### src/rtl/td4_seq_if.sv
// Run-control / decode bus between the td4 core and its sequencer.
// Latency: none, this is wiring only.
// Backpressure: none; the core stalls purely through ce.
//
// Signals (master = core/debug side, slave = td4_seq):
//   instr[7:0]                  current instruction from ROM
//   pc[3:0]                     current program counter
//   alu_co                      adder carry out for the current instruction
//   run, step, halt             run-control commands
//   brk_adr[3:0], brk_valid     breakpoint address and arm
//   ce                          execute enable
//   select_a, select_b          data-selector control
//   load0..load3                load strobes for A, B, OUT, PC
//   carry                       registered carry flag
//   state[1:0]                  00=HALT 01=RUN 10=STEP
//   brk_hit                     sticky breakpoint-hit flag
//   instr_cnt[CNT_W-1:0]        saturating executed-instruction count
interface td4_seq_if #(
    parameter int CNT_W = 8
);
    logic [7:0]       instr;
    logic [3:0]       pc;
    logic             alu_co;
    logic             run;
    logic             step;
    logic             halt;
    logic [3:0]       brk_adr;
    logic             brk_valid;
    logic             ce;
    logic             select_a;
    logic             select_b;
    logic             load0;
    logic             load1;
    logic             load2;
    logic             load3;
    logic             carry;
    logic [1:0]       state;
    logic             brk_hit;
    logic [CNT_W-1:0] instr_cnt;

    modport master (
        output instr, pc, alu_co, run, step, halt, brk_adr, brk_valid,
        input  ce, select_a, select_b, load0, load1, load2, load3,
               carry, state, brk_hit, instr_cnt
    );

    modport slave (
        input  instr, pc, alu_co, run, step, halt, brk_adr, brk_valid,
        output ce, select_a, select_b, load0, load1, load2, load3,
               carry, state, brk_hit, instr_cnt
    );
endinterface

### src/rtl/td4_seq.sv
// td4 run-control and instruction-decode sequencer (HALT/RUN/STEP, carry, breakpoint).
// Latency: decode 0 cycles; carry, state and count update 1 cycle after a ce edge.
// Backpressure: the core stalls by ce=0; commands are sampled every edge, no handshake.
//
// Ports: clk, reset (async active-high), bus (td4_seq_if.slave; see td4_seq_if.sv).
// Optional feature: define TD4_SEQ_BRK_EN to enable breakpoint handling; without it
// brk_adr/brk_valid are ignored and brk_hit reads 0.
module td4_seq #(
    parameter int CNT_W = 8
) (
    input  logic      clk,
    input  logic      reset,
    td4_seq_if.slave  bus
);

    typedef enum logic [1:0] {
        ST_HALT = 2'b00,
        ST_RUN  = 2'b01,
        ST_STEP = 2'b10
    } state_t;

    localparam logic [CNT_W-1:0] CNT_MAX = '1;

    state_t           state_q, state_d;
    logic             carry_q, carry_d;
    logic             brk_hit_q, brk_hit_d;
    logic [CNT_W-1:0] cnt_q, cnt_d;
    logic             brk_cyc;
    logic             ce;
`ifdef TD4_SEQ_BRK_EN
    // Set for the first RUN cycle so a resumed run steps over the breakpoint.
    logic             first_q, first_d;
`endif

    // Immediate field belongs to the datapath; the breakpoint inputs are only
    // consumed when the feature is built in.
    logic unused_inputs;
    assign unused_inputs = ^{bus.instr[3:0], bus.brk_adr, bus.brk_valid};

    always_comb begin
        brk_cyc = 1'b0;
`ifdef TD4_SEQ_BRK_EN
        brk_cyc = (state_q == ST_RUN) && !first_q && bus.brk_valid
                  && (bus.pc == bus.brk_adr);
`endif
    end

    // A breakpoint cycle suppresses execution of the instruction at brk_adr.
    assign ce = ((state_q == ST_RUN) || (state_q == ST_STEP)) && !brk_cyc;

    always_comb begin
        state_d   = state_q;
        brk_hit_d = brk_hit_q;
`ifdef TD4_SEQ_BRK_EN
        first_d   = 1'b0;
`endif
        unique case (state_q)
            ST_HALT: begin
                // halt > step > run
                if (!bus.halt) begin
                    if (bus.step) begin
                        state_d   = ST_STEP;
                        brk_hit_d = 1'b0;
                    end else if (bus.run) begin
                        state_d   = ST_RUN;
                        brk_hit_d = 1'b0;
`ifdef TD4_SEQ_BRK_EN
                        first_d   = 1'b1;
`endif
                    end
                end
            end
            ST_RUN: begin
                if (brk_cyc) begin
                    brk_hit_d = 1'b1;
                end
                if (bus.halt || brk_cyc) begin
                    state_d = ST_HALT;
                end
            end
            ST_STEP: state_d = ST_HALT;
            default: state_d = ST_HALT;
        endcase

        carry_d = ce ? bus.alu_co : carry_q;

        cnt_d = cnt_q;
        if (ce && (cnt_q != CNT_MAX)) begin
            cnt_d = cnt_q + 1'b1;
        end
    end

    always_ff @(posedge clk or posedge reset) begin
        if (reset) begin
            state_q   <= ST_HALT;
            carry_q   <= 1'b0;
            brk_hit_q <= 1'b0;
            cnt_q     <= '0;
`ifdef TD4_SEQ_BRK_EN
            first_q   <= 1'b0;
`endif
        end else begin
            state_q   <= state_d;
            carry_q   <= carry_d;
            brk_hit_q <= brk_hit_d;
            cnt_q     <= cnt_d;
`ifdef TD4_SEQ_BRK_EN
            first_q   <= first_d;
`endif
        end
    end

    // Decode: selectors are free-running, load strobes only fire when committing.
    // JNC (1110) loads PC only with carry clear; JMP (1111) always loads.
    assign bus.select_a = bus.instr[4] | bus.instr[7];
    assign bus.select_b = bus.instr[5];
    assign bus.load0    = ce & ~bus.instr[7] & ~bus.instr[6];
    assign bus.load1    = ce & ~bus.instr[7] &  bus.instr[6];
    assign bus.load2    = ce &  bus.instr[7] & ~bus.instr[6];
    assign bus.load3    = ce &  bus.instr[7] &  bus.instr[6] & (bus.instr[4] | ~carry_q);

    assign bus.ce        = ce;
    assign bus.carry     = carry_q;
    assign bus.state     = state_q;
    assign bus.brk_hit   = brk_hit_q;
    assign bus.instr_cnt = cnt_q;

endmodule
### src/flat_wrapper.sv
// flat-port wrapper written by rule: the top's interface ports become plain ports
module td4_seq_flat 
#(
    parameter int CNT_W = 8
)
  (clk, reset, bus_instr, bus_pc, bus_alu_co, bus_run, bus_step, bus_halt, bus_brk_adr, bus_brk_valid, bus_ce, bus_select_a, bus_select_b, bus_load0, bus_load1, bus_load2, bus_load3, bus_carry, bus_state, bus_brk_hit, bus_instr_cnt);
  td4_seq_if #(.CNT_W(CNT_W)) bus_i ();
  input  logic clk;
  input  logic reset;
  input wire logic [$bits(bus_i.instr)-1:0] bus_instr;
  input wire logic [$bits(bus_i.pc)-1:0] bus_pc;
  input wire logic [$bits(bus_i.alu_co)-1:0] bus_alu_co;
  input wire logic [$bits(bus_i.run)-1:0] bus_run;
  input wire logic [$bits(bus_i.step)-1:0] bus_step;
  input wire logic [$bits(bus_i.halt)-1:0] bus_halt;
  input wire logic [$bits(bus_i.brk_adr)-1:0] bus_brk_adr;
  input wire logic [$bits(bus_i.brk_valid)-1:0] bus_brk_valid;
  output wire logic [$bits(bus_i.ce)-1:0] bus_ce;
  output wire logic [$bits(bus_i.select_a)-1:0] bus_select_a;
  output wire logic [$bits(bus_i.select_b)-1:0] bus_select_b;
  output wire logic [$bits(bus_i.load0)-1:0] bus_load0;
  output wire logic [$bits(bus_i.load1)-1:0] bus_load1;
  output wire logic [$bits(bus_i.load2)-1:0] bus_load2;
  output wire logic [$bits(bus_i.load3)-1:0] bus_load3;
  output wire logic [$bits(bus_i.carry)-1:0] bus_carry;
  output wire logic [$bits(bus_i.state)-1:0] bus_state;
  output wire logic [$bits(bus_i.brk_hit)-1:0] bus_brk_hit;
  output wire logic [$bits(bus_i.instr_cnt)-1:0] bus_instr_cnt;
  assign bus_i.instr = bus_instr;
  assign bus_i.pc = bus_pc;
  assign bus_i.alu_co = bus_alu_co;
  assign bus_i.run = bus_run;
  assign bus_i.step = bus_step;
  assign bus_i.halt = bus_halt;
  assign bus_i.brk_adr = bus_brk_adr;
  assign bus_i.brk_valid = bus_brk_valid;
  assign bus_ce = bus_i.ce;
  assign bus_select_a = bus_i.select_a;
  assign bus_select_b = bus_i.select_b;
  assign bus_load0 = bus_i.load0;
  assign bus_load1 = bus_i.load1;
  assign bus_load2 = bus_i.load2;
  assign bus_load3 = bus_i.load3;
  assign bus_carry = bus_i.carry;
  assign bus_state = bus_i.state;
  assign bus_brk_hit = bus_i.brk_hit;
  assign bus_instr_cnt = bus_i.instr_cnt;
  td4_seq #(.CNT_W(CNT_W)) u_core (.clk(clk), .reset(reset), .bus(bus_i));
endmodule
### config.mk
export PLATFORM = sky130hd
export DESIGN_NAME = td4_seq_flat
export DESIGN_NICKNAME = d
export VERILOG_FILES = /design/src/rtl/td4_seq_if.sv /design/src/rtl/td4_seq.sv /design/src/flat_wrapper.sv
export SDC_FILE = /design/constraint.sdc
export NUM_CORES = 1
export LEC_CHECK = 0
export CAP_MARGIN = 20
export CELL_PAD_IN_SITES_DETAIL_PLACEMENT = 0
export CELL_PAD_IN_SITES_GLOBAL_PLACEMENT = 1
export CORE_MARGIN = 8
export CORE_UTILIZATION = 27
export DETAILED_ROUTE_END_ITERATION = 12
export PLACE_DENSITY = 0.88
export SLEW_MARGIN = 20
export SYNTH_ARGS = -nofsm -noshare
export SYNTH_HDL_FRONTEND = slang
export SYNTH_SLANG_ARGS = --single-unit
### constraint.sdc
create_clock -name clk -period 3.4 [get_ports clk]
set_input_delay 0.68 -clock clk [delete_from_list [all_inputs] [get_ports clk]]
set_output_delay 0.68 -clock clk [all_outputs]
set_load 0.03 [all_outputs]
======== Word-level counts from Yosys, hierarchy flattened ========
Index checks and enable logic that the tools add are counted.
word-level totals
  input bits .............................. 23
  word-level logic and storage cells ...... 37
  output and inout port bits .............. 19
  register bits ........................... 12
operators by class
  multiplexer cells ....................... 7
  bitwise operators ....................... 13
  eq/ne operators ......................... 6
  reductions and logical operators ........ 6
  $add $sub $neg .......................... 1
operator list
  cell                 number
  $add 8x1->8 const B  1
  $mux 2               4
  $ne 8x8->1 const B   1
  $and 1x1->1          7
  $reduce_and 3->1     2
  $ne 2x2->1 const B   2
  $not 1->1            4
  $pmux 2 s2           1
  $ne 3x3->1 const B   1
  $eq 2x1->1 const B   1
  $eq 2x2->1 const B   1
  $logic_not 2->1      1
  $mux 1               2
  $or 1x1->1           2
  $reduce_bool 2->1    1
  $logic_and 1x1->1    1
  $logic_or 1x1->1     1

======== Depth between registers and ports, before layout ========
  word-level depth ........................ 5
  depth in mapped cells ................... 6
  depth with buffers taken out ............ 5

======== Worst setup path before layout ========
Ideal clock, no wire load.
  kind .................................... reg2out
  start ................................... register u_core.state_q[0] (netlist: u_core.bus.state[0])
  end ..................................... output port bus_load0
  data required time ...................... 2.720 ns
  path buffers ............................ 1
  cell stages (with the launch flop) ...... 5
  path slack .............................. 0.534 ns
  arrival ................................. 2.186 ns
  cell sequence ........................... dfrtp_1 -> inv_1 -> ha_1 -> clkbuf_1 -> nor3b_1
between the ends
  word-level cells in the longest chain between the ends .. 4
  elaborated cells on any way between the ends .. 5
  those cells by class .................... eq/ne: 2; bitwise: 2; reduce/logical: 1
ends and longest elaborated chain
  item                                      RTL line            text
  start, declared                           td4_seq.sv:24       state_t state_q, state_d;
  start signal, assigned                    td4_seq.sv:103      state_q <= state_d;
  $eq 2x1->1 or $eq 2x2->1 (tied branches)  td4_seq.sv:49       assign ce = ((state_q == ST_RUN) || (state_q == ST_STEP)) && !brk_cyc;
  $logic_or 1x1->1 (*)                      td4_seq.sv:49
  named net bus_ce                          flat_wrapper.sv:18  output wire logic [$bits(bus_i.ce)-1:0] bus_ce;
  $and 1x1->1 (*) (2 in a row)              td4_seq.sv:117      assign bus.load0 = ce & ~bus.instr[7] & ~bus.instr[6];
  end, declared                             flat_wrapper.sv:21  output wire logic [$bits(bus_i.load0)-1:0] bus_load0;
Mark *: on every way through the listed nets, which the timed path passes. The rest lies on a longest branch.

======== Final worst setup path ========
  start ................................... register u_core.state_q[1] (netlist: u_core.bus.state[1])
  end ..................................... output port bus_load3
between the ends
  word-level cells in the longest chain between the ends .. 5
  elaborated cells on any way between the ends .. 6
  those cells by class .................... eq/ne: 2; bitwise: 3; reduce/logical: 1
ends and longest elaborated chain
  item                                      RTL line            text
  $eq 2x1->1 or $eq 2x2->1 (tied branches)  td4_seq.sv:49
  $logic_or 1x1->1 (*)                      td4_seq.sv:49
  $and 1x1->1 (*) (3 in a row)              td4_seq.sv:120      assign bus.load3 = ce & bus.instr[7] & bus.instr[6] & (bus.instr[4] | ~carry_q);
  end, declared                             flat_wrapper.sv:24  output wire logic [$bits(bus_i.load3)-1:0] bus_load3;
Mark *: on every way between the ends. The rest lies on a longest branch, timed or not.

==> results.md <==
* Number of setup buffers added after CTS at 0
* Clk_lat worst skew at 0.27 ns
* Clock group share of total power at 9.4%
* Antenna violations before repair at 0
* 1st-iter DRT viols at 15
* Slack of the worst reg-to-reg path at 1.62 ns
* Gpl congestion at 0.775
* Number of search-and-repair iterations in the first detailed-routing pass at 5
* Root cell of the clock tree: sky130_fd_sc_hd__clkbuf_4
* Worst Reg-to-Reg Cells at 5
* Maximum Capacitance Violations at 0
* Type of origin of the critical path: register
* Starting density of the core at 27.5%
* Remaining routing DRC violations at 0
* Startpoint of the worst-slack reg-to-reg timing path: u_core.bus.state[1]$_DFFE_PP0P_
* Max Fanout on Critical Path at 13
* Share of layout cells above drive strength 1 at 9.89%
* Final min period at 2.90 ns
* Area of the die at 4290 um2
* Antenna diodes at 0
* Share of power burned in combinational logic at 62.9%
* Setup repair after global routing missed its margin: false
* Setup TNS at 0 ns
* Top-Level Pins at 42
* Top FF cell, synth: sky130_fd_sc_hd__dfrtp_1
* Core region area at 2410 um2
* Via-to-Cell Ratio at 5.14
* Number of distinct library cells after synthesis at 33
* Pwr Total at 0.948 mW
* Number of port buffers at 25
* Clock net sink count at 11
* Clock H-tree levels at 1
* Critical path capture point type: primary output
* Leakage power at 0.399 nW
* Gates resized, CTS repair at 0
* Endpoint of the worst setup timing path: bus_load3
* Number of instances in the synthesized netlist at 66
* Worst Path Class, Setup: register to primary output
* Portion of the clock cycle consumed by the worst path in the final layout at 85.4%
* Switching portion of total power at 46.7%
* Total number of vias at 622
* Number of hold-slack violations in the final timing report at 0
* Internal power at 0.505 mW
* Sequential share of the synthesized area at 41.6%
* Average wire length per cell after detail routing at 14.1 um
* Dpl hpwl at 1.36 mm
* Net switching component of the power at 0.443 mW
* Data required, critical path at 2.72 ns
* Yosys warns at 0
* Post-detailed-route count of antenna-violating nets at 0
* Global Route Usage Sum at 8.63%
* Worst Hold Class: register to register
* Max Transition Viols Final at 0
* Mean Syn Cell Area at 10.0 um2
* Global-route wire length before repair at 2.93 mm
* Outcome: completed
* Quantity of hold-fixing buffers added after cts at 0
* Maximum number of pins on one net before global-route repair at 14
* Chip Width at 65.5 um
* Share of async-settable or async-resettable flops after synthesis at 100%
* Total wirelength of the detailed-routed design at 1.71 mm
* Congestion Overflow GR at 0
* Endpoint of the worst register-to-register path: u_core.bus.instr_cnt[5]$_DFFE_PP0P_
* Area added between synthesis and finish at 42.9%
* Portion of total power attributed to sequential cells at 27.7%
* Slowest Stage Delay on Critical Path at 0.69 ns
* Final setup fails at 0
* Die span in y at 65.5 um
* Maximum clock insertion buffer count at 2
* Layout Nets at 118
* Worst vdd rail ir drop at 484 uV
* Worst-case clock skew at 0.000375 ns
* Synth Register Bits at 11
* Endpoint arrival time on the critical path at 2.22 ns
* Clock input transition at the sequential cells of the worst setup and hold paths at 0.07 ns
* Clock tree from TritonCTS: done
* Cell Area, Synth at 662 um2
* Ordered list of cells on the worst path: inv_1 -> ha_1 -> nand3_1 -> a21oi_1 -> clkdlybuf4s50_1
* Slowest cell on the critical path: sky130_fd_sc_hd__clkdlybuf4s50_1
* Via count of the first global-routing pass at 614
* Number of buffers created by CTS at 3
* Power per Cell Area at 1000 nW/um2
* Number of enable-type register cells in the synthesized netlist at 0
* Syn_nets at 92
* Launch point of the critical path: u_core.bus.state[1]$_DFFE_PP0P_
* Standard-cell rows at 18
* Max Clock Freq at 344 MHz
==> logic make-up after synthesis <==
logic type	Yosys count	synth area share, %
compound gates	18	20.4
xor+xnor	1	1.32
fa+ha+maj	3	5.67
buf+inv	9	7.37
flops	11	41.6
mux	3	5.48
other cells	1	0.567
simple gates	20	17.6
==> state kept, by name (all words and copies together), names as in the netlist <==
| name | count |
|---|---|
| u_core.bus.state | 2 |
| u_core.bus.instr_cnt | 8 |
| u_core.bus.carry | 1 |
==> worst min path at each step <==
stage / from / to / slack (ns) / cells past startpoint
floorplan: reset / u_core.bus.carry$_DFFE_PP0P_ / 0.53 / 1
global placement: u_core.bus.carry$_DFFE_PP0P_ / u_core.bus.carry$_DFFE_PP0P_ / 0.54 / 1
detailed placement: u_core.bus.carry$_DFFE_PP0P_ / u_core.bus.carry$_DFFE_PP0P_ / 0.53 / 1
CTS: u_core.bus.carry$_DFFE_PP0P_ / u_core.bus.carry$_DFFE_PP0P_ / 0.55 / 1
global route: u_core.bus.carry$_DFFE_PP0P_ / u_core.bus.carry$_DFFE_PP0P_ / 0.56 / 1
finish: u_core.bus.carry$_DFFE_PP0P_ / u_core.bus.carry$_DFFE_PP0P_ / 0.55 / 1
==> synthesized netlist by cell type (all sizes together) (2+ instances only) <==
cell type	n	area share, %
a21oi	5	3.8
a32o	2	3.0
nor2	4	2.3
nand3	2	1.5
and3	2	2.1
a41oi	3	4.0
ha	3	5.7
mux2	2	4.0
buf	3	4.0
dfrtp	11	42
nand2	4	2.3
inv	5	2.8
a31oi	3	2.8
==> through the flow <==
step	area, um2	worst slack (ns)	std cells	hold WS [ns]	util [%]
floorplan	662	0.534	66	0.532	-
global placement	920	0.594	117	0.536	38.2
detailed placement	920	0.575	117	0.526	38.2
CTS	946	0.464	121	0.555	39.3
global route	946	0.261	121	0.564	39.3
finish	946	0.497	121	0.545	39.3
==> layout by cell type (no fill, tap or decap), types with 3 or more instances in the layout <==
cell type                         instances
sky130_fd_sc_hd__nor2_1                   4
sky130_fd_sc_hd__a21oi_1                  5
sky130_fd_sc_hd__clkbuf_4                 3
sky130_fd_sc_hd__ha_1                     3
sky130_fd_sc_hd__inv_1                    5
sky130_fd_sc_hd__nand2_1                  4
sky130_fd_sc_hd__clkdlybuf4s50_1         25
sky130_fd_sc_hd__a31oi_1                  3
sky130_fd_sc_hd__a41oi_1                  3
sky130_fd_sc_hd__dfrtp_1                 11
==> power groups by stage <==
stage               registers, mW  logic, mW  clock network (mW)
floorplan                   0.358      0.291                   0
global placement            0.261      0.588                   0
detailed placement          0.267      0.602                   0
CTS                         0.263      0.604              0.0921
global route                0.276      0.644              0.0965
finish                      0.263      0.596              0.0895
==> area by class of cell <==
cell class | count | area (um2)
Timing Repair Buffer | 25 | 250
Tap cell | 30 | 37.5
Multi-Input combinational cell | 46 | 338
Clock buffer | 4 | 26.3
Sequential cell | 11 | 275
Fill cell | 242 | 1460
Inverter | 5 | 18.8
==> routing by layer <==
| metal | part of all wire (%) | track usage (%) |
|---|---|---|
| met5 | 0 | 0 |
| met1 | 39 | 9.97 |
| met3 | 11 | 2.89 |
| met2 | 47 | 12.5 |
| met4 | 3.2 | 7.36 |
==> worst max-delay path, delay by kind of cell, from the launching register on <==
| family | cells | cell delay, ns |
|---|---|---|
| AO/OA/AOI/OAI | 1 | 0.14 |
| flip-flops | 1 | 0.40 |
| buffers and inverters | 2 | 0.76 |
| AND/OR/NAND/NOR | 1 | 0.12 |
| adder cells (fa/ha/maj) | 1 | 0.53 |
No activity file was read; power rests on OpenSTA's default activity.
